File: config.mk
export PLATFORM = sky130hd
export DESIGN_NAME = noc_packet_sink_flat
export DESIGN_NICKNAME = d
export VERILOG_FILES = /design/src/rtl/noc_packet_sink_if.sv /design/src/rtl/noc_packet_sink.sv /design/src/flat_wrapper.sv
export SDC_FILE = /design/constraint.sdc
export NUM_CORES = 1
export LEC_CHECK = 0
export ABC_AREA = 1
export BUFFER_PORTS_ARGS = -buffer_cell sky130_fd_sc_hd__buf_2
export CORE_AREA = 2 2 137 139
export DETAILED_ROUTE_END_ITERATION = 8
export DIE_AREA = 0 0 139 141
export MAX_ROUTING_LAYER = met4
export PLACE_DENSITY = 0.74
export SKIP_LAST_GASP = 1
export SLEW_MARGIN = 40
export SYNTH_ARGS = -nofsm -noshare
export SYNTH_HDL_FRONTEND = slang
export SYNTH_SLANG_ARGS = --single-unit
File: constraint.sdc
create_clock -name noc_clk -period 5.6 [get_ports noc_clk]
set_clock_uncertainty 0.05 [all_clocks]
set_input_delay 1.12 -clock noc_clk [delete_from_list [all_inputs] [get_ports noc_clk]]
set_output_delay 1.12 -clock noc_clk [all_outputs]
set_load 0.05 [all_outputs]
File: src/rtl/noc_packet_sink_if.sv
// Receive-side flit channel between a router local output port and a sink.
// Fallback widths apply only when the NoC configuration macros are not already set.
`ifndef Noc_Data_Width
`define Noc_Data_Width 32
`endif
`ifndef Noc_Source_Point
`define Noc_Source_Point 8
`endif
`ifndef Noc_ID_X_Width
`define Noc_ID_X_Width 2
`endif
`ifndef Noc_ID_Y_Width
`define Noc_ID_Y_Width 2
`endif

interface noc_packet_sink_if #(
    parameter int DATA_W = `Noc_Data_Width
) ();
    logic              receive_valid;
    logic              receive_ready;
    logic [DATA_W-1:0] receive_flit;
    logic              receive_is_header;
    logic              receive_is_tail;

    modport master (
        output receive_valid, receive_flit, receive_is_header, receive_is_tail,
        input  receive_ready
    );

    modport slave (
        input  receive_valid, receive_flit, receive_is_header, receive_is_tail,
        output receive_ready
    );
endinterface

File: src/rtl/noc_packet_sink.sv
// Terminating NoC packet consumer: buffers flits, checks the generator format, keeps statistics.
// Optional NOC_SINK_BACKPRESSURE_EN adds LFSR-driven pop stalls to provoke upstream backpressure.
`ifndef Noc_Data_Width
`define Noc_Data_Width 32
`endif
`ifndef Noc_Source_Point
`define Noc_Source_Point 8
`endif
`ifndef Noc_ID_X_Width
`define Noc_ID_X_Width 2
`endif
`ifndef Noc_ID_Y_Width
`define Noc_ID_Y_Width 2
`endif

module noc_packet_sink #(
    parameter logic [`Noc_ID_X_Width-1:0] X_ID = '0,
    parameter logic [`Noc_ID_Y_Width-1:0] Y_ID = '0,
    parameter int DATA_W     = `Noc_Data_Width,
    parameter int SRC_LSB    = `Noc_Source_Point,
    parameter int EXP_BODY   = 11,
    parameter int FIFO_DEPTH = 4
) (
    input  logic                       noc_clk,
    input  logic                       noc_rst,
    noc_packet_sink_if.slave           rx,
    output logic                       pkt_done,
    output logic [15:0]                pkt_ok_cnt,
    output logic [7:0]                 err_cnt,
    output logic [5:0]                 err_flags,
    output logic [`Noc_ID_X_Width-1:0] last_src_x,
    output logic [`Noc_ID_Y_Width-1:0] last_src_y
);
    localparam int XW  = `Noc_ID_X_Width;
    localparam int YW  = `Noc_ID_Y_Width;
    localparam int IDW = XW + YW;
    localparam int PW  = $clog2(FIFO_DEPTH);
    localparam int EW  = DATA_W + 2;
    localparam logic [IDW-1:0] OWN_ID = {X_ID, Y_ID};
    localparam logic [0:0] S_IDLE = 1'b0;
    localparam logic [0:0] S_BODY = 1'b1;

    logic [EW-1:0] mem [FIFO_DEPTH];
    logic [PW-1:0] wr_ptr_reg, rd_ptr_reg;
    logic [PW:0]   count_reg;
    logic          full, empty, push, pop, stall;

    assign full             = (count_reg == (PW+1)'(FIFO_DEPTH));
    assign empty            = (count_reg == '0);
    assign rx.receive_ready = !full;
    assign push             = rx.receive_valid && !full;
    assign pop              = !empty && !stall;

`ifdef NOC_SINK_BACKPRESSURE_EN
    // Stall decision comes from a register, so a full-FIFO push+pop never depends on combinational pop.
    logic [15:0] lfsr_reg;
    always_ff @(posedge noc_clk) begin
        if (noc_rst) lfsr_reg <= 16'hACE1;
        else         lfsr_reg <= {lfsr_reg[14:0], lfsr_reg[15] ^ lfsr_reg[13] ^ lfsr_reg[12] ^ lfsr_reg[10]};
    end
    assign stall = (lfsr_reg[1:0] == 2'b00);
`else
    assign stall = 1'b0;
`endif

    always_ff @(posedge noc_clk) begin
        if (push) mem[wr_ptr_reg] <= {rx.receive_is_header, rx.receive_is_tail, rx.receive_flit};
    end

    always_ff @(posedge noc_clk) begin
        if (noc_rst) begin
            wr_ptr_reg <= '0;
            rd_ptr_reg <= '0;
            count_reg  <= '0;
        end else begin
            if (push) wr_ptr_reg <= wr_ptr_reg + 1'b1;
            if (pop)  rd_ptr_reg <= rd_ptr_reg + 1'b1;
            count_reg <= count_reg + {{PW{1'b0}}, push} - {{PW{1'b0}}, pop};
        end
    end

    logic [EW-1:0]     head;
    logic [DATA_W-1:0] head_flit;
    logic              head_h, head_t;
    logic [IDW-1:0]    head_src, head_dst;

    assign head      = mem[rd_ptr_reg];
    assign head_h    = head[DATA_W+1];
    assign head_t    = head[DATA_W];
    assign head_flit = head[DATA_W-1:0];
    assign head_src  = head_flit[SRC_LSB +: IDW];
    assign head_dst  = head_flit[SRC_LSB-IDW +: IDW];

    logic [0:0]     state_reg, state_next;
    logic [IDW-1:0] src_reg, src_next, dst_reg, dst_next, last_src_reg, last_src_next;
    logic [7:0]     body_cnt_reg, body_cnt_next;
    logic           bad_reg, bad_next, done_next, ok_inc, len_bad, fld_bad;
    logic [1:0]     err_inc;
    logic [5:0]     flags_set;

    // A header met inside BODY closes the old packet and opens a new one in the same pop;
    // with the tail bit also set that is two completions, so err_inc can reach 2.
    always_comb begin
        state_next    = state_reg;
        src_next      = src_reg;
        dst_next      = dst_reg;
        body_cnt_next = body_cnt_reg;
        bad_next      = bad_reg;
        last_src_next = last_src_reg;
        done_next     = 1'b0;
        ok_inc        = 1'b0;
        err_inc       = 2'd0;
        flags_set     = '0;
        len_bad       = 1'b0;
        fld_bad       = 1'b0;
        if (pop) begin
            if (head_h) begin
                if (state_reg == S_BODY) begin
                    flags_set[2]  = 1'b1;
                    err_inc       = err_inc + 2'd1;
                    done_next     = 1'b1;
                    last_src_next = src_reg;
                end
                src_next      = head_src;
                dst_next      = head_dst;
                body_cnt_next = '0;
                bad_next      = (head_dst != OWN_ID);
                flags_set[1]  = (head_dst != OWN_ID);
                state_next    = S_BODY;
            end else if (state_reg == S_IDLE) begin
                flags_set[0] = 1'b1;
                err_inc      = err_inc + 2'd1;
            end else if (!head_t) begin
                if (head_flit != {DATA_W{1'b1}}) begin
                    flags_set[3] = 1'b1;
                    bad_next     = 1'b1;
                end
                if (body_cnt_reg != 8'hFF) body_cnt_next = body_cnt_reg + 8'd1;
            end
            if (head_t && (head_h || state_reg == S_BODY)) begin
                len_bad      = (body_cnt_next != 8'(EXP_BODY));
                fld_bad      = (head_src != src_next) || (head_dst != dst_next);
                flags_set[4] = len_bad;
                flags_set[5] = fld_bad;
                if (bad_next || len_bad || fld_bad) err_inc = err_inc + 2'd1;
                else                                ok_inc  = 1'b1;
                done_next     = 1'b1;
                last_src_next = src_next;
                state_next    = S_IDLE;
            end
        end
    end

    logic [8:0] err_sum;
    assign err_sum = {1'b0, err_cnt} + 9'(err_inc);

    always_ff @(posedge noc_clk) begin
        if (noc_rst) begin
            state_reg    <= S_IDLE;
            src_reg      <= '0;
            dst_reg      <= '0;
            body_cnt_reg <= '0;
            bad_reg      <= 1'b0;
            last_src_reg <= '0;
            pkt_done     <= 1'b0;
            pkt_ok_cnt   <= '0;
            err_cnt      <= '0;
            err_flags    <= '0;
        end else begin
            state_reg    <= state_next;
            src_reg      <= src_next;
            dst_reg      <= dst_next;
            body_cnt_reg <= body_cnt_next;
            bad_reg      <= bad_next;
            last_src_reg <= last_src_next;
            pkt_done     <= done_next;
            pkt_ok_cnt   <= pkt_ok_cnt + 16'(ok_inc);
            err_cnt      <= err_sum[8] ? 8'hFF : err_sum[7:0];
            err_flags    <= err_flags | flags_set;
        end
    end

    assign last_src_x = last_src_reg[IDW-1:YW];
    assign last_src_y = last_src_reg[YW-1:0];
endmodule

File: src/flat_wrapper.sv
// flat-port wrapper written by rule: the top's interface ports become plain ports
module noc_packet_sink_flat 
#(
    parameter logic [`Noc_ID_X_Width-1:0] X_ID = '0,
    parameter logic [`Noc_ID_Y_Width-1:0] Y_ID = '0,
    parameter int DATA_W     = `Noc_Data_Width,
    parameter int SRC_LSB    = `Noc_Source_Point,
    parameter int EXP_BODY   = 11,
    parameter int FIFO_DEPTH = 4
)
  (noc_clk, noc_rst, pkt_done, pkt_ok_cnt, err_cnt, err_flags, last_src_x, last_src_y, rx_receive_valid, rx_receive_flit, rx_receive_is_header, rx_receive_is_tail, rx_receive_ready);
  noc_packet_sink_if #(.DATA_W(DATA_W)) rx_i ();
  input  logic noc_clk;
  input  logic noc_rst;
  output logic pkt_done;
  output logic [15:0] pkt_ok_cnt;
  output logic [7:0] err_cnt;
  output logic [5:0] err_flags;
  output logic [`Noc_ID_X_Width-1:0] last_src_x;
  output logic [`Noc_ID_Y_Width-1:0] last_src_y;
  input wire logic [$bits(rx_i.receive_valid)-1:0] rx_receive_valid;
  input wire logic [$bits(rx_i.receive_flit)-1:0] rx_receive_flit;
  input wire logic [$bits(rx_i.receive_is_header)-1:0] rx_receive_is_header;
  input wire logic [$bits(rx_i.receive_is_tail)-1:0] rx_receive_is_tail;
  output wire logic [$bits(rx_i.receive_ready)-1:0] rx_receive_ready;
  assign rx_i.receive_valid = rx_receive_valid;
  assign rx_i.receive_flit = rx_receive_flit;
  assign rx_i.receive_is_header = rx_receive_is_header;
  assign rx_i.receive_is_tail = rx_receive_is_tail;
  assign rx_receive_ready = rx_i.receive_ready;
  noc_packet_sink #(.X_ID(X_ID), .Y_ID(Y_ID), .DATA_W(DATA_W), .SRC_LSB(SRC_LSB), .EXP_BODY(EXP_BODY), .FIFO_DEPTH(FIFO_DEPTH)) u_core (.noc_clk(noc_clk), .noc_rst(noc_rst), .rx(rx_i), .pkt_done(pkt_done), .pkt_ok_cnt(pkt_ok_cnt), .err_cnt(err_cnt), .err_flags(err_flags), .last_src_x(last_src_x), .last_src_y(last_src_y));
endmodule
# Word level (Yosys, flattened, before mapping)
# Memories as Yosys holds them, arrays and structs flattened. A register that Yosys moved wholly into a read port is not among the register bits.
# Cells that the tools add are included.
# classes
mul	0
mux	46
n_eq_ne	6
add_sub_neg	8
n_div	0
n_reduce_logical	15
magnitude_cmp	0
bitwise	2
shift	0
# ops
op	count
two-way mux 8 bit	6
!= test 32 bit, second input constant	1
two-way mux 4 bit	7
two-way mux 1 bit	23
two-way mux 2 bit	9
adder 16 x 1 -> 16 bit	1
adder 8 x 2 -> 9 bit	1
adder 8 x 1 -> 8 bit, second input constant	1
!= test 4 bit	2
!= test 8 x 4 -> 1 bit, second input constant	1
!= test 8 bit, second input constant	1
adder 2 x 1 -> 2 bit, second input constant	3
two-way mux 6 bit	1
OR 6 bit	1
logical OR 1 bit	4
nonzero test 2 bit	2
nonzero test 4 bit	1
adder 3 x 1 -> 3 bit	1
equality test 3 bit, second input constant	1
logical NOT 3 bit	1
AND reduction 3 bit	1
subtractor 3 x 1 -> 3 bit	1
logical AND 1 bit	2
logical NOT 1 bit	2
other kinds (3)	3
# totals
wordCells	91
register_bits	60
mem_bits_rw	136
rom_bits	0
in_bits	37
mem_count	1
output_inout_bits	36
latch_bits	0
# mem_list
memory	depth	word_bits	read_ports	rd_clocked_by_memory_dff	wr	line_no	rtl
u_core.mem	4	34	1	1	1	noc_packet_sink.sv:43	logic [EW-1:0] mem [FIFO_DEPTH];

# Logic depth before layout (Yosys ltp)
# Gate-level depths: netlist of run 1.
# depth
ltp_word	14
ltp_mapped	27
mapped_depth_nobuf	26

# Worst setup path after synthesis of run 1
# No wires, ideal clock.
# synth_path
path_kind	register -> register
from	register u_core.body_cnt_reg[0]
to	register u_core.err_cnt[1]
arrival_ns	3.372
path_buffers	0
t_required_ns	5.480
path_stages_with_launch	24
setup_slack_ns	2.108
cell_sequence	dfxtp_1 > ha_1 > nand3_1 > inv_1 > nand2_1 > nand3_1 > nand2_1 > nand3_2 > a21oi_1 > nand2_1 > nor2_2 > nand4_2 > ha_1 > inv_1 > a21oi_1 > ha_1 > inv_1 > fa_1 > nor2_1 > and3_1 > nand2_1 > nor2_1 > inv_1 > a21oi_1
# synth_via
elab_chain_cells	14
# synth_rtl
element	line_no	rtl
start: declaration	noc_packet_sink.sv:96	logic [7:0] body_cnt_reg, body_cnt_next;
start signal: assignment	noc_packet_sink.sv:173	body_cnt_reg <= body_cnt_next;
adder 8 x 1 -> 8 bit or != test 8 bit (tied branches)	noc_packet_sink.sv:138	if (body_cnt_reg != 8'hFF) body_cnt_next = body_cnt_reg + 8'd1;
two-way mux 8 bit	noc_packet_sink.sv:138	
two-way mux 8 bit	noc_packet_sink.sv:133	end else if (!head_t) begin
two-way mux 8 bit (*)	noc_packet_sink.sv:130	end else if (state_reg == S_IDLE) begin
two-way mux 8 bit (*)	noc_packet_sink.sv:117	if (head_h) begin
two-way mux 8 bit (*)	noc_packet_sink.sv:116	if (pop) begin
!= test 8 x 4 -> 1 bit (*)	noc_packet_sink.sv:141	len_bad = (body_cnt_next != 8'(EXP_BODY));
logical OR 1 bit (*) (2 in series)	noc_packet_sink.sv:145	if (bad_next || len_bad || fld_bad) err_inc = err_inc + 2'd1;
two-way mux 2 bit (*)	noc_packet_sink.sv:145	
two-way mux 2 bit (*)	noc_packet_sink.sv:140	if (head_t && (head_h || state_reg == S_BODY)) begin
two-way mux 2 bit (*)	noc_packet_sink.sv:116	
adder 8 x 2 -> 9 bit (*)	noc_packet_sink.sv:155	assign err_sum = {1'b0, err_cnt} + 9'(err_inc);
two-way mux 8 bit (*)	noc_packet_sink.sv:178	err_cnt <= err_sum[8] ? 8'hFF : err_sum[7:0];
end signal: assignment	noc_packet_sink.sv:178	
end: declaration	noc_packet_sink.sv:29	output logic [7:0] err_cnt,
# Mark *: on every way between the ends. The rest lies on a longest branch, timed or not. The select of a mux whose other input is x is not followed.
# A chain may end at the register's enable or synchronous reset.

==> summary.txt, run 1 <==
Seq cells post-synth = 198
Root Buffer = clkbuf_16
Critical Path Max Stage Delay = 0.45 ns
Port Buf Inserts = 72
cell count after placement = 1040
total clock sinks = 198
max reg flops = 136
Reg2Reg Depth = 22
Biggest register = u_core.mem
Final period util = 0.7690
crit path capture = u_core.err_cnt[4]$_SDFF_PP0_
crit path max-delay cell type = dfxtp_1
Relative slew margins = 0.5174
share of cells above drive strength 1 = 0.1754
Placement Setup Slack = 1.300 ns
Tightest Hold Check Type = reg2reg
antenna viol nets, final = 0
Syn Nets = 801
# rows = 50
outcome = completed
total gr overflow = 0
number of remaining DRC errors = 0
leakage power = 0.003640 µW
H-tree Lvls = 4
DR WL/cell = 14.28 µm
DR vias = 5352
met1 Use GR = 0.1989
reg2reg end = u_core.err_cnt[4]$_SDFF_PP0_
Critical Path Fanout Max = 13
peak supply drop = 0.3433 mV
Num CTS Buffers = 17
Crit. End Element = flip-flop
mean area per synthesized cell = 10.77 µm²
reg2reg setup slack = 1.29 ns
Routed WL = 15320 µm
Die Ht = 141 µm
Hold Fails Final Rpt = 0
Total GRT Usage = 0.1679
hpwl dp = 10470 µm
met2 Use GR = 0.2803
Distinct cells, synth = 39
Die W = 139 µm
Tmin final = 4.307 ns
Req. time, crit path = 5.90 ns
Worst-path clk slew = 0.07 ns
power density over the cells = 493.1 nW/µm²
Worst setup SP type = flip-flop
GR peak layer = met2
RePlAce Congestion = 0.9508
sequential share of the synthesized area = 0.6613
Starting Density = 0.4408
core box area = 18270 µm²
unrepaired setup endpoints after global routing = false
Clk Latency, worst-skew pair = 0.43 ns
Mapped Area = 8053 µm²
CTS Hold Buffers Added = 0
DRT iter0 DRCs = 320
first-pass GRT wire length = 25260 µm
drt pass-1 iters = 5
Gate Count Post-Synth = 748
post-CTS setup buffer count = 0
critical path class = reg2reg
Fmax achieved = 0.2322 GHz
CTS tree = done
fin worst setup slack = 1.293 ns
number of global-route vias before repair = 5254
Non-Filler Instances = 1073
fin. max-slew vios = 0
pin count of the biggest net entering global routing = 33
max-cap violations = 0
Layout area overhead = 16.55%
crit path DAT = 4.60 ns
TNS Setup = 0 ns
Top Registers = u_core.mem: 136 flops, u_core.pkt_ok_cnt: 16 flops
Final setup viols = 0
CP dominant cell by count = inv_1
yosys warns = 0
fin nets = 878
Vias/cell = 4.988
DIE AREA = 19600 µm²
IO Count = 73
crit path cell chain = inv_1 -> nand3_2 -> nand2_2 -> nand3_1 -> nor2_1 -> nand2_1 -> nand3_1 -> nand3_1 -> nor2_2 -> nand4_2 -> ha_1 -> inv_1 -> a21oi_1 -> ha_1 -> inv_1 -> fa_1 -> nor2_1 -> and3_1 -> nand2_1 -> nor2_1 -> inv_1 -> a21oi_1
initial antenna violation count = 1
global routing usage on met3 = 0.04518
post-CTS sizing = 0
Tightest Pin Transition = 0.7199 ns
clk buf depth = 2
## worst max-delay path, delay by kind of cell, from the launching register on
| kind | cells | cell delay (ns) |
|---|---|---|
| buffers and inverters | 4 | 0.59 |
| AOI/OAI and AO/OA | 2 | 0.27 |
| DFF | 1 | 0.45 |
| adders and majority gates | 3 | 0.88 |
| and+or+nand+nor | 13 | 1.99 |
## stage by stage
stage	power (µW)	hold WS [ns]	utilization	instance area [µm²]
2_1_floorplan	3041	0.3621	-	8053
3_3_place_gp	3286	0.3861	0.4712	8607
3_5_place_dp	3350	0.3933	0.4787	8745
4_1_cts	4655	0.3982	0.5136	9383
5_1_grt	4912	0.4145	0.5138	9385
6_report	4627	0.3976	0.5138	9385
## synthesized netlist by cell type
cell / n / share of area
a31oi_1: 2 / 0.0016
o21ai_0: 35 / 0.022
fa_1: 2 / 0.0050
a211oi_1: 8 / 0.0075
o21ai_2: 3 / 0.0033
inv_4: 1 / 0.00078
nand3b_1: 3 / 0.0028
buf_6: 4 / 0.0056
edfxtp_1: 136 / 0.51
clkinv_1: 1 / 0.00047
o21a_1: 2 / 0.0019
nor3b_1: 1 / 0.00093
a21oi_1: 39 / 0.024
nor3_1: 8 / 0.0050
dfxtp_1: 62 / 0.15
clkbuf_1: 7 / 0.0033
nor2_2: 4 / 0.0031
nor3_2: 3 / 0.0037
nand4_2: 1 / 0.0016
a21oi_2: 2 / 0.0022
nand3_1: 52 / 0.032
nor4_1: 2 / 0.0016
nand2_4: 1 / 0.0014
a41oi_1: 1 / 0.0011
buf_8: 2 / 0.0037
inv_2: 3 / 0.0014
inv_6: 1 / 0.0011
nor2_1: 76 / 0.035
xor2_1: 5 / 0.0054
buf_2: 7 / 0.0044
nand2_2: 8 / 0.0062
ha_1: 14 / 0.022
nand2_1: 150 / 0.070
nand4_1: 12 / 0.0093
and3_1: 3 / 0.0023
xnor2_1: 2 / 0.0022
o21ai_1: 3 / 0.0019
nand3_2: 6 / 0.0075
inv_1: 76 / 0.035
## worst min path at each step
stage,end,depth (start not counted),start
floorplan,flip-flop,1,u_core.rd_ptr_reg[1]$_SDFFE_PP0N_
global placement,u_core.pkt_ok_cnt[15]$_SDFF_PP0_,1,u_core.pkt_ok_cnt[15]$_SDFF_PP0_
detailed placement,u_core.rd_ptr_reg[1]$_SDFFE_PP0N_,1,u_core.rd_ptr_reg[1]$_SDFFE_PP0N_
CTS,flip-flop,1,u_core.rd_ptr_reg[1]$_SDFFE_PP0N_
global route,flip-flop,1,u_core.rd_ptr_reg[1]$_SDFFE_PP0N_
finish,flip-flop,1,u_core.rd_ptr_reg[1]$_SDFFE_PP0N_
## metal layers
| metal | wire (µm) | vias up |
|---|---|---|
| met2 | 7490 | 126 |
| met4 | 240 | 0 |
| met3 | 789 | 20 |
| li1 | - | 2701 |
| met5 | 0 | - |
| met1 | 6803 | 2505 |
## report_power, final
group / internal, µW / switching (µW) / total (µW)
combinational: 419 / 978 / 1400
clock: 726 / 574 / 1300
sequential: 1800 / 129 / 1930
## kinds of logic after synthesis
kind of cell	synth area share
DFF	0.6613
xor gates and xnor gates	0.007614
adders and majority gates	0.02673
AOI/OAI and AO/OA	0.06526
and+or+nand+nor	0.1830
buffers and inverters	0.05609
## layout by cell type, fill, tap and decap left out, types with 12 or more instances in the layout
| cell type | instances |
|---|---|
| nor2_1 | 72 |
| nand4_1 | 12 |
| o21ai_0 | 35 |
| edfxtp_1 | 136 |
| nand3_1 | 52 |
| inv_1 | 75 |
| a21oi_1 | 39 |
| buf_2 | 72 |
| ha_1 | 14 |
| nand2_1 | 150 |
| dfxtp_1 | 62 |
| clkbuf_16 | 17 |
## layout make-up
| class | count | area (µm²) |
|---|---|---|
| Fill cell | 1604 | 8882 |
| Sequential cell | 198 | 5325 |
| Multi-Input combinational cell | 448 | 2306 |
| Timing Repair Buffer | 78 | 505.5 |
| Clock buffer | 18 | 429.2 |
| Inverter | 82 | 315.3 |
| Tap cell | 234 | 292.8 |
| Clock inverter | 14 | 209.0 |
| Antenna cell | 1 | 2.502 |
Note: power is estimated with default switching activity, not from simulation.
==> run 2, diff against run 1 <==
--- a/config.mk
+++ b/config.mk
@@ -5,13 +5,13 @@
 export SDC_FILE = /design/constraint.sdc
 export NUM_CORES = 1
 export LEC_CHECK = 0
-export ABC_AREA = 1
+export ABC_AREA = 0
 export BUFFER_PORTS_ARGS = -buffer_cell sky130_fd_sc_hd__buf_2
-export CORE_AREA = 2 2 137 139
+export CORE_AREA = 2 2 134 136
 export DETAILED_ROUTE_END_ITERATION = 8
-export DIE_AREA = 0 0 139 141
+export DIE_AREA = 0 0 136 138
 export MAX_ROUTING_LAYER = met4
-export PLACE_DENSITY = 0.74
+export PLACE_DENSITY = 0.73
 export SKIP_LAST_GASP = 1
 export SLEW_MARGIN = 40
 export SYNTH_ARGS = -nofsm -noshare
==> constraint.sdc (replaced) <==
create_clock -name noc_clk -period 4.17 [get_ports noc_clk]
set_clock_uncertainty 0.05 [all_clocks]
set_input_delay 0.834 -clock noc_clk [delete_from_list [all_inputs] [get_ports noc_clk]]
set_output_delay 0.834 -clock noc_clk [all_outputs]
set_load 0.05 [all_outputs]
==> run 2 against run 1 <==
Sequential power grew 32%. Maximum frequency increased by 5.6%. First-iteration DRC count increased by 5.0%. Cell count down 17%. Total power up 23%. Combinational power is 12% higher. Sequential cell count stayed put. Critical endpoint unchanged.
==> summary.txt, run 2 <==
outcome = completed
number of synthesized flops with an enable pin = 136
DRT iter0 DRCs = 336
Tightest Pin Transition = 0.6369 ns
ys flop type = edfxtp_1
CTS Hold Buffers Added = 0
Root Buffer = clkbuf_16
hpwl dp = 9812 µm
Routed WL = 14440 µm
max-cap violations = 0
# rows = 49
first-pass GRT wire length = 23290 µm
sequential share of the synthesized area = 0.6980
Relative slew margins = 0.5754
count leader, synth = edfxtp_1
Top Registers = u_core.mem: 136 flops, u_core.pkt_ok_cnt: 16 flops
fin worst setup slack = 0.08990 ns
DIE AREA = 18770 µm²
Gate Count Post-Synth = 547
critical path class = reg2reg
Worst setup SP type = flip-flop
Syn Nets = 600
unrepaired setup endpoints after global routing = true
Vias/cell = 5.277
Critical Path Fanout Max = 6
post-synthesis async set-or-reset flop share = 0
Hold Fails Final Rpt = 0
fin nets = 700
post-synth top area cell = edfxtp_1
H-tree Lvls = 4
initial antenna violation count = 3
Distinct cells, synth = 54
peak supply drop = 0.3817 mV
CTS tree = done
number of remaining DRC errors = 0
pin count of the biggest net entering global routing = 63
share of cells above drive strength 1 = 0.2409
commonest non-fill, non-tap cell in the layout = edfxtp_1
Final period util = 0.9784
RePlAce Congestion = 0.8418
total gr overflow = 0
fin. max-slew vios = 0
Tightest Hold Check Type = reg2reg
reg2reg setup slack = 0.09 ns
Biggest register = u_core.mem
Crit. End Element = flip-flop
Die W = 136 µm
Die Ht = 138 µm
Clk Latency, worst-skew pair = 0.43 ns
Final setup viols = 0
Worst-path clk slew = 0.07 ns
power density over the cells = 630.3 nW/µm²
DR vias = 4707
TNS Setup = 0 ns
DR WL/cell = 16.18 µm
Final Core Density = 0.5166
crit path DAT = 4.39 ns
Fmax achieved = 0.2451 GHz
IO Count = 73
yosys warns = 0
hold_ws = 0.4238 ns
leakage power = 0.003216 µW
Total GRT Usage = 0.1645
antenna viol nets, final = 0
clk buf depth = 2
drt pass-1 iters = 4
most frequent cells in the layout = 136 x edfxtp_1, 71 x buf_2, 61 x dfxtp_1
max reg flops = 136
Num CTS Buffers = 17
top cell type's share of synthesized area = 0.5353
Synth top cells by count = 136 x edfxtp_1, 62 x dfxtp_1, 48 x nor2_1
Placement Setup Slack = -0.1033 ns
total clock sinks = 198
core box area = 17530 µm²
Layout area overhead = 18.75%
Seq cells post-synth = 198
mean area per synthesized cell = 13.95 µm²
number of global-route vias before repair = 4745
Req. time, crit path = 4.48 ns
total power = 5710 µW
Tmin final = 4.080 ns
Mapped Area = 7629 µm²
Port Buf Inserts = 72
Synth area leaders = edfxtp_1 54%, dfxtp_1 16%, mux4_2 2.7%
Starting Density = 0.4351
==> run 2: cell count changes after synthesis, sizes merged, moves of 6 or more <==
cell,before,now
inv,81,13
nand3,58,17
nand2,159,38
xnor2,2,14
nor2b,0,6
clkbuf,7,15
mux2i,0,6
nand4,13,27
a21oi,41,29
buf,13,3
nor2,80,48
xor2,5,13
o21ai,41,11
mux4,0,10
==> run 2: cell type report <==
type                            count  area [µm²]
Antenna cell                        3       7.507
Clock buffer                       19       432.9
Timing Repair Buffer               99       569.3
Sequential cell                   198        5326
Clock inverter                     13       152.6
Inverter                           14       52.55
Multi-Input combinational cell    317        2231
Fill cell                        1490        8476
Tap cell                          229       286.5
==> run 2: worst paths after layout <==
check                                      start                              to  cells after the start
hold reg to reg   u_core.err_flags[4]$_SDFF_PP0_  u_core.err_flags[4]$_SDFF_PP0_                      2
setup / recovery                       flip-flop    u_core.err_cnt[4]$_SDFF_PP0_                     19
hold / removal    u_core.err_flags[4]$_SDFF_PP0_  u_core.err_flags[4]$_SDFF_PP0_                      2
setup reg to reg                       flip-flop    u_core.err_cnt[4]$_SDFF_PP0_                     19
==> run 2: kinds of logic after synthesis <==
kind of cell	synth area share
buffers and inverters	0.01706
AO/OA/AOI/OAI	0.06200
AND/OR/NAND/NOR	0.1243
XOR/XNOR	0.03100
adder cells (fa/ha/maj)	0.02821
flip-flops	0.6980
multiplexers	0.03936
==> run 2: routing by layer <==
metal | vias up | GRT usage | share of wire
met5 | - | - | 0
met2 | 144 | 0.2714 | 0.51
met3 | 19 | 0.04804 | 0.064
met4 | 0 | 0.05482 | 0.016
li1 | 2272 | - | -
met1 | 2272 | 0.1926 | 0.41
==> run 2: report_power, final <==
part / switching, µW / internal (µW) / total [µW]
clock: 741 / 857 / 1600
combinational: 980 / 592 / 1570
sequential: 138 / 2400 / 2540
total: 1860 / 3850 / 5710
==> run 2: metrics by stage <==
stage / instances / area [µm²]
after floorplan: 547 / 7631
after global placement: 851 / 8358
after detailed placement: 851 / 8361
after CTS: 885 / 8990
after global routing: 892 / 9059
final: 892 / 9059
==> run 2: critical path, cell delays in order (launching register included) <==
cell and delay, ns:
dfxtp_2 0.34, mux4_2 0.54, buf_4 0.17, a211oi_4 0.25
mux2i_1 0.23, a31oi_1 0.09, nor4_4 0.32, o211ai_1 0.14
ha_1 0.31, nor2_1 0.05, a211oi_2 0.16, ha_2 0.21
inv_1 0.05, fa_2 0.35, nor2b_2 0.15, nor2b_4 0.17
nand4_1 0.13, buf_6 0.16, o21a_1 0.09, nor2_1 0.07
==> run 2: timing repair <==
item	4_1_cts	5_1_grt
buffers inserted	2	5
endpoints found under the setup margin	7	8
resized for setup	8	10
pin swaps	4	6
==> run 3, diff against run 2 <==
--- a/config.mk
+++ b/config.mk
@@ -6,10 +6,10 @@
 export NUM_CORES = 1
 export LEC_CHECK = 0
 export ABC_AREA = 0
-export BUFFER_PORTS_ARGS = -buffer_cell sky130_fd_sc_hd__buf_2
-export CORE_AREA = 2 2 134 136
+export BUFFER_PORTS_ARGS = -buffer_cell sky130_fd_sc_hd__buf_4
+export CORE_AREA = 10 10 142 144
 export DETAILED_ROUTE_END_ITERATION = 8
-export DIE_AREA = 0 0 136 138
+export DIE_AREA = 0 0 152 154
 export MAX_ROUTING_LAYER = met4
 export PLACE_DENSITY = 0.73
 export SKIP_LAST_GASP = 1
==> run 3 against run 2 <==
Register-to-register slack gained 0.03 ns. Utilization up 2.0 points. Combinational power rose by 3%. First-iteration DRC count grew 18%. Global-route usage fell by 3.2 points. Maximum frequency increased by 0.84%. Sequential share of layout area shrank 0.99 points. Clock-buffer cell count fell by 2. Die area rose by 25%. Sequential cell count unchanged. Non-clock buffer count shrank 1. Clock power is 3% lower. Largest cell class unchanged. Largest power group unchanged. Highest routed layer unchanged.
==> summary.txt, run 3 (synthesis gave the netlist of run 2 again) <==
# diodes = 0
Vias/cell = 5.337
total gr overflow = 0
Req. time, crit path = 4.48 ns
IO Count = 73
fin nets = 699
critical path class = reg2reg
DR vias = 4718
Layout area overhead = 20.83%
antenna viol nets, final = 0
peak supply drop = 0.5122 mV
outcome = completed
unrepaired setup endpoints after global routing = true
crit path DAT = 4.35 ns
leakage power = 0.003232 µW
Total GRT Usage = 0.1323
# rows = 48
max reg flops = 136
Starting Density = 0.4441
Crit. End Element = flip-flop
fill cell count = 1409
H-tree Lvls = 4
Routed WL = 15290 µm
area of the multi-input gates = 2220 µm²
Fmax achieved = 0.2472 GHz
commonest non-fill, non-tap cell in the layout = edfxtp_1
Root Buffer = clkbuf_16
Critical Path Fanout Max = 7
hpwl dp = 10570 µm
Biggest register = u_core.mem
DRT iter0 DRCs = 398
DIE AREA = 23410 µm²
core box area = 17180 µm²
first-pass GRT wire length = 24190 µm
CTS tree = done
Final period util = 0.9703
power density over the cells = 620.7 nW/µm²
crit path max-delay cell type = mux4_2
met1 Use GR = 0.1450
initial antenna violation count = 0
Tightest Hold Check Type = reg2reg
number of global-route vias before repair = 4865
met2 Use GR = 0.2228
Worst-path clk slew = 0.07 ns
Relative slew margins = 0.5071
Final setup viols = 0
TNS Setup = 0 ns
global routing usage on met3 = 0.04519
total power = 5721 µW
CP dominant cell by count = buf_6
Port Buf Inserts = 72
Top Registers = u_core.mem: 136 flops, u_core.pkt_ok_cnt: 16 flops
crit path cell chain = mux4_2 -> buf_6 -> a211oi_4 -> nor3b_2 -> o211ai_2 -> nor4_2 -> o211ai_1 -> ha_1 -> nor2_1 -> a211oi_2 -> ha_2 -> inv_2 -> fa_2 -> nor2b_2 -> nor2b_4 -> nand4_1 -> buf_6 -> a21oi_2
Worst setup SP type = flip-flop
drt pass-1 iters = 5
fin. max-slew vios = 0
DR WL/cell = 17.30 µm
Clk Latency, worst-skew pair = 0.44 ns
Sequential Area = 5329 µm²
most frequent cells in the layout = 136 x edfxtp_1, 95 x buf_4, 61 x dfxtp_1
share of cells above drive strength 1 = 0.2443
pin count of the biggest net entering global routing = 63
Tightest Pin Transition = 0.7353 ns
Tmin final = 4.046 ns
Num CTS Buffers = 17
Die W = 152 µm
max-cap violations = 0
Die Ht = 154 µm
delay-heaviest family, CP = simple AND/OR/NAND/NOR gates
total clock sinks = 198
GR peak layer = met2
Hold Fails Final Rpt = 0
number of remaining DRC errors = 0
Critical Path Max Stage Delay = 0.52 ns
clk buf depth = 2
RePlAce Congestion = 0.8840
Buf+Inv Stages, Crit Path = 3
[run 3: timing repair]
action                     CTS  global route
gates resized for setup      6            10
buffers inserted             2             3
hold buffers                 0             0
pin swaps                    5             4
setup endpoints to repair    7             8
[run 3: final timing paths]
kind	start	end	slack (ns)	depth (start not counted)
min	u_core.dst_reg[0]$_SDFFE_PP0N_	u_core.dst_reg[0]$_SDFFE_PP0N_	0.43	2
min reg2reg	u_core.dst_reg[0]$_SDFFE_PP0N_	u_core.dst_reg[0]$_SDFFE_PP0N_	0.43	2
max	flip-flop	u_core.err_cnt[3]$_SDFF_PP0_	0.12	18
max reg2reg	flip-flop	u_core.err_cnt[3]$_SDFF_PP0_	0.12	18
[run 3: worst register-to-register path: stages (launching register included)]
cell	delay, ns
dfxtp_4	0.37
mux4_2	0.52
buf_6	0.16
a211oi_4	0.24
nor3b_2	0.29
o211ai_2	0.12
nor4_2	0.19
o211ai_1	0.15
ha_1	0.31
nor2_1	0.05
a211oi_2	0.16
ha_2	0.22
inv_2	0.04
fa_2	0.35
nor2b_2	0.14
nor2b_4	0.15
nand4_1	0.17
buf_6	0.19
a21oi_2	0.12
[run 3: cell type report]
type,instances,area share
Multi-Input combinational cell,317,0.2408
Clock inverter,15,0.01670
Sequential cell,198,0.5781
Tap cell,225,0.03054
Inverter,14,0.005701
Timing Repair Buffer,98,0.08199
Clock buffer,17,0.04615
[run 3: through the flow]
| step | std cells | utilization | setup WS, ns | hold WS, ns | area, µm² |
|---|---|---|---|---|---|
| floorplan | 547 | - | 0.05544 | 0.3988 | 7631 |
| global placement | 847 | 0.4975 | 0.05922 | 0.4060 | 8546 |
| detailed placement | 847 | 0.4975 | -0.1172 | 0.4177 | 8546 |
| CTS | 881 | 0.5332 | 0.01212 | 0.4283 | 9159 |
| global route | 884 | 0.5366 | -0.1405 | 0.4459 | 9218 |
| finish | 884 | 0.5366 | 0.1240 | 0.4299 | 9218 |
[run 3: power by group]
| group | internal [µW] | switching, µW | total, µW |
|---|---|---|---|
| Sequential | 2400 | 155 | 2560 |
| Clock | 796 | 760 | 1560 |
| Combinational | 640 | 968 | 1610 |
[run 3: metal layers]
layer / vias to the layer above / wire (µm)
li1: 2262 / -
met1: 2307 / 6346
met2: 140 / 7899
met3: 9 / 927
met4: 0 / 116
met5: - / 0
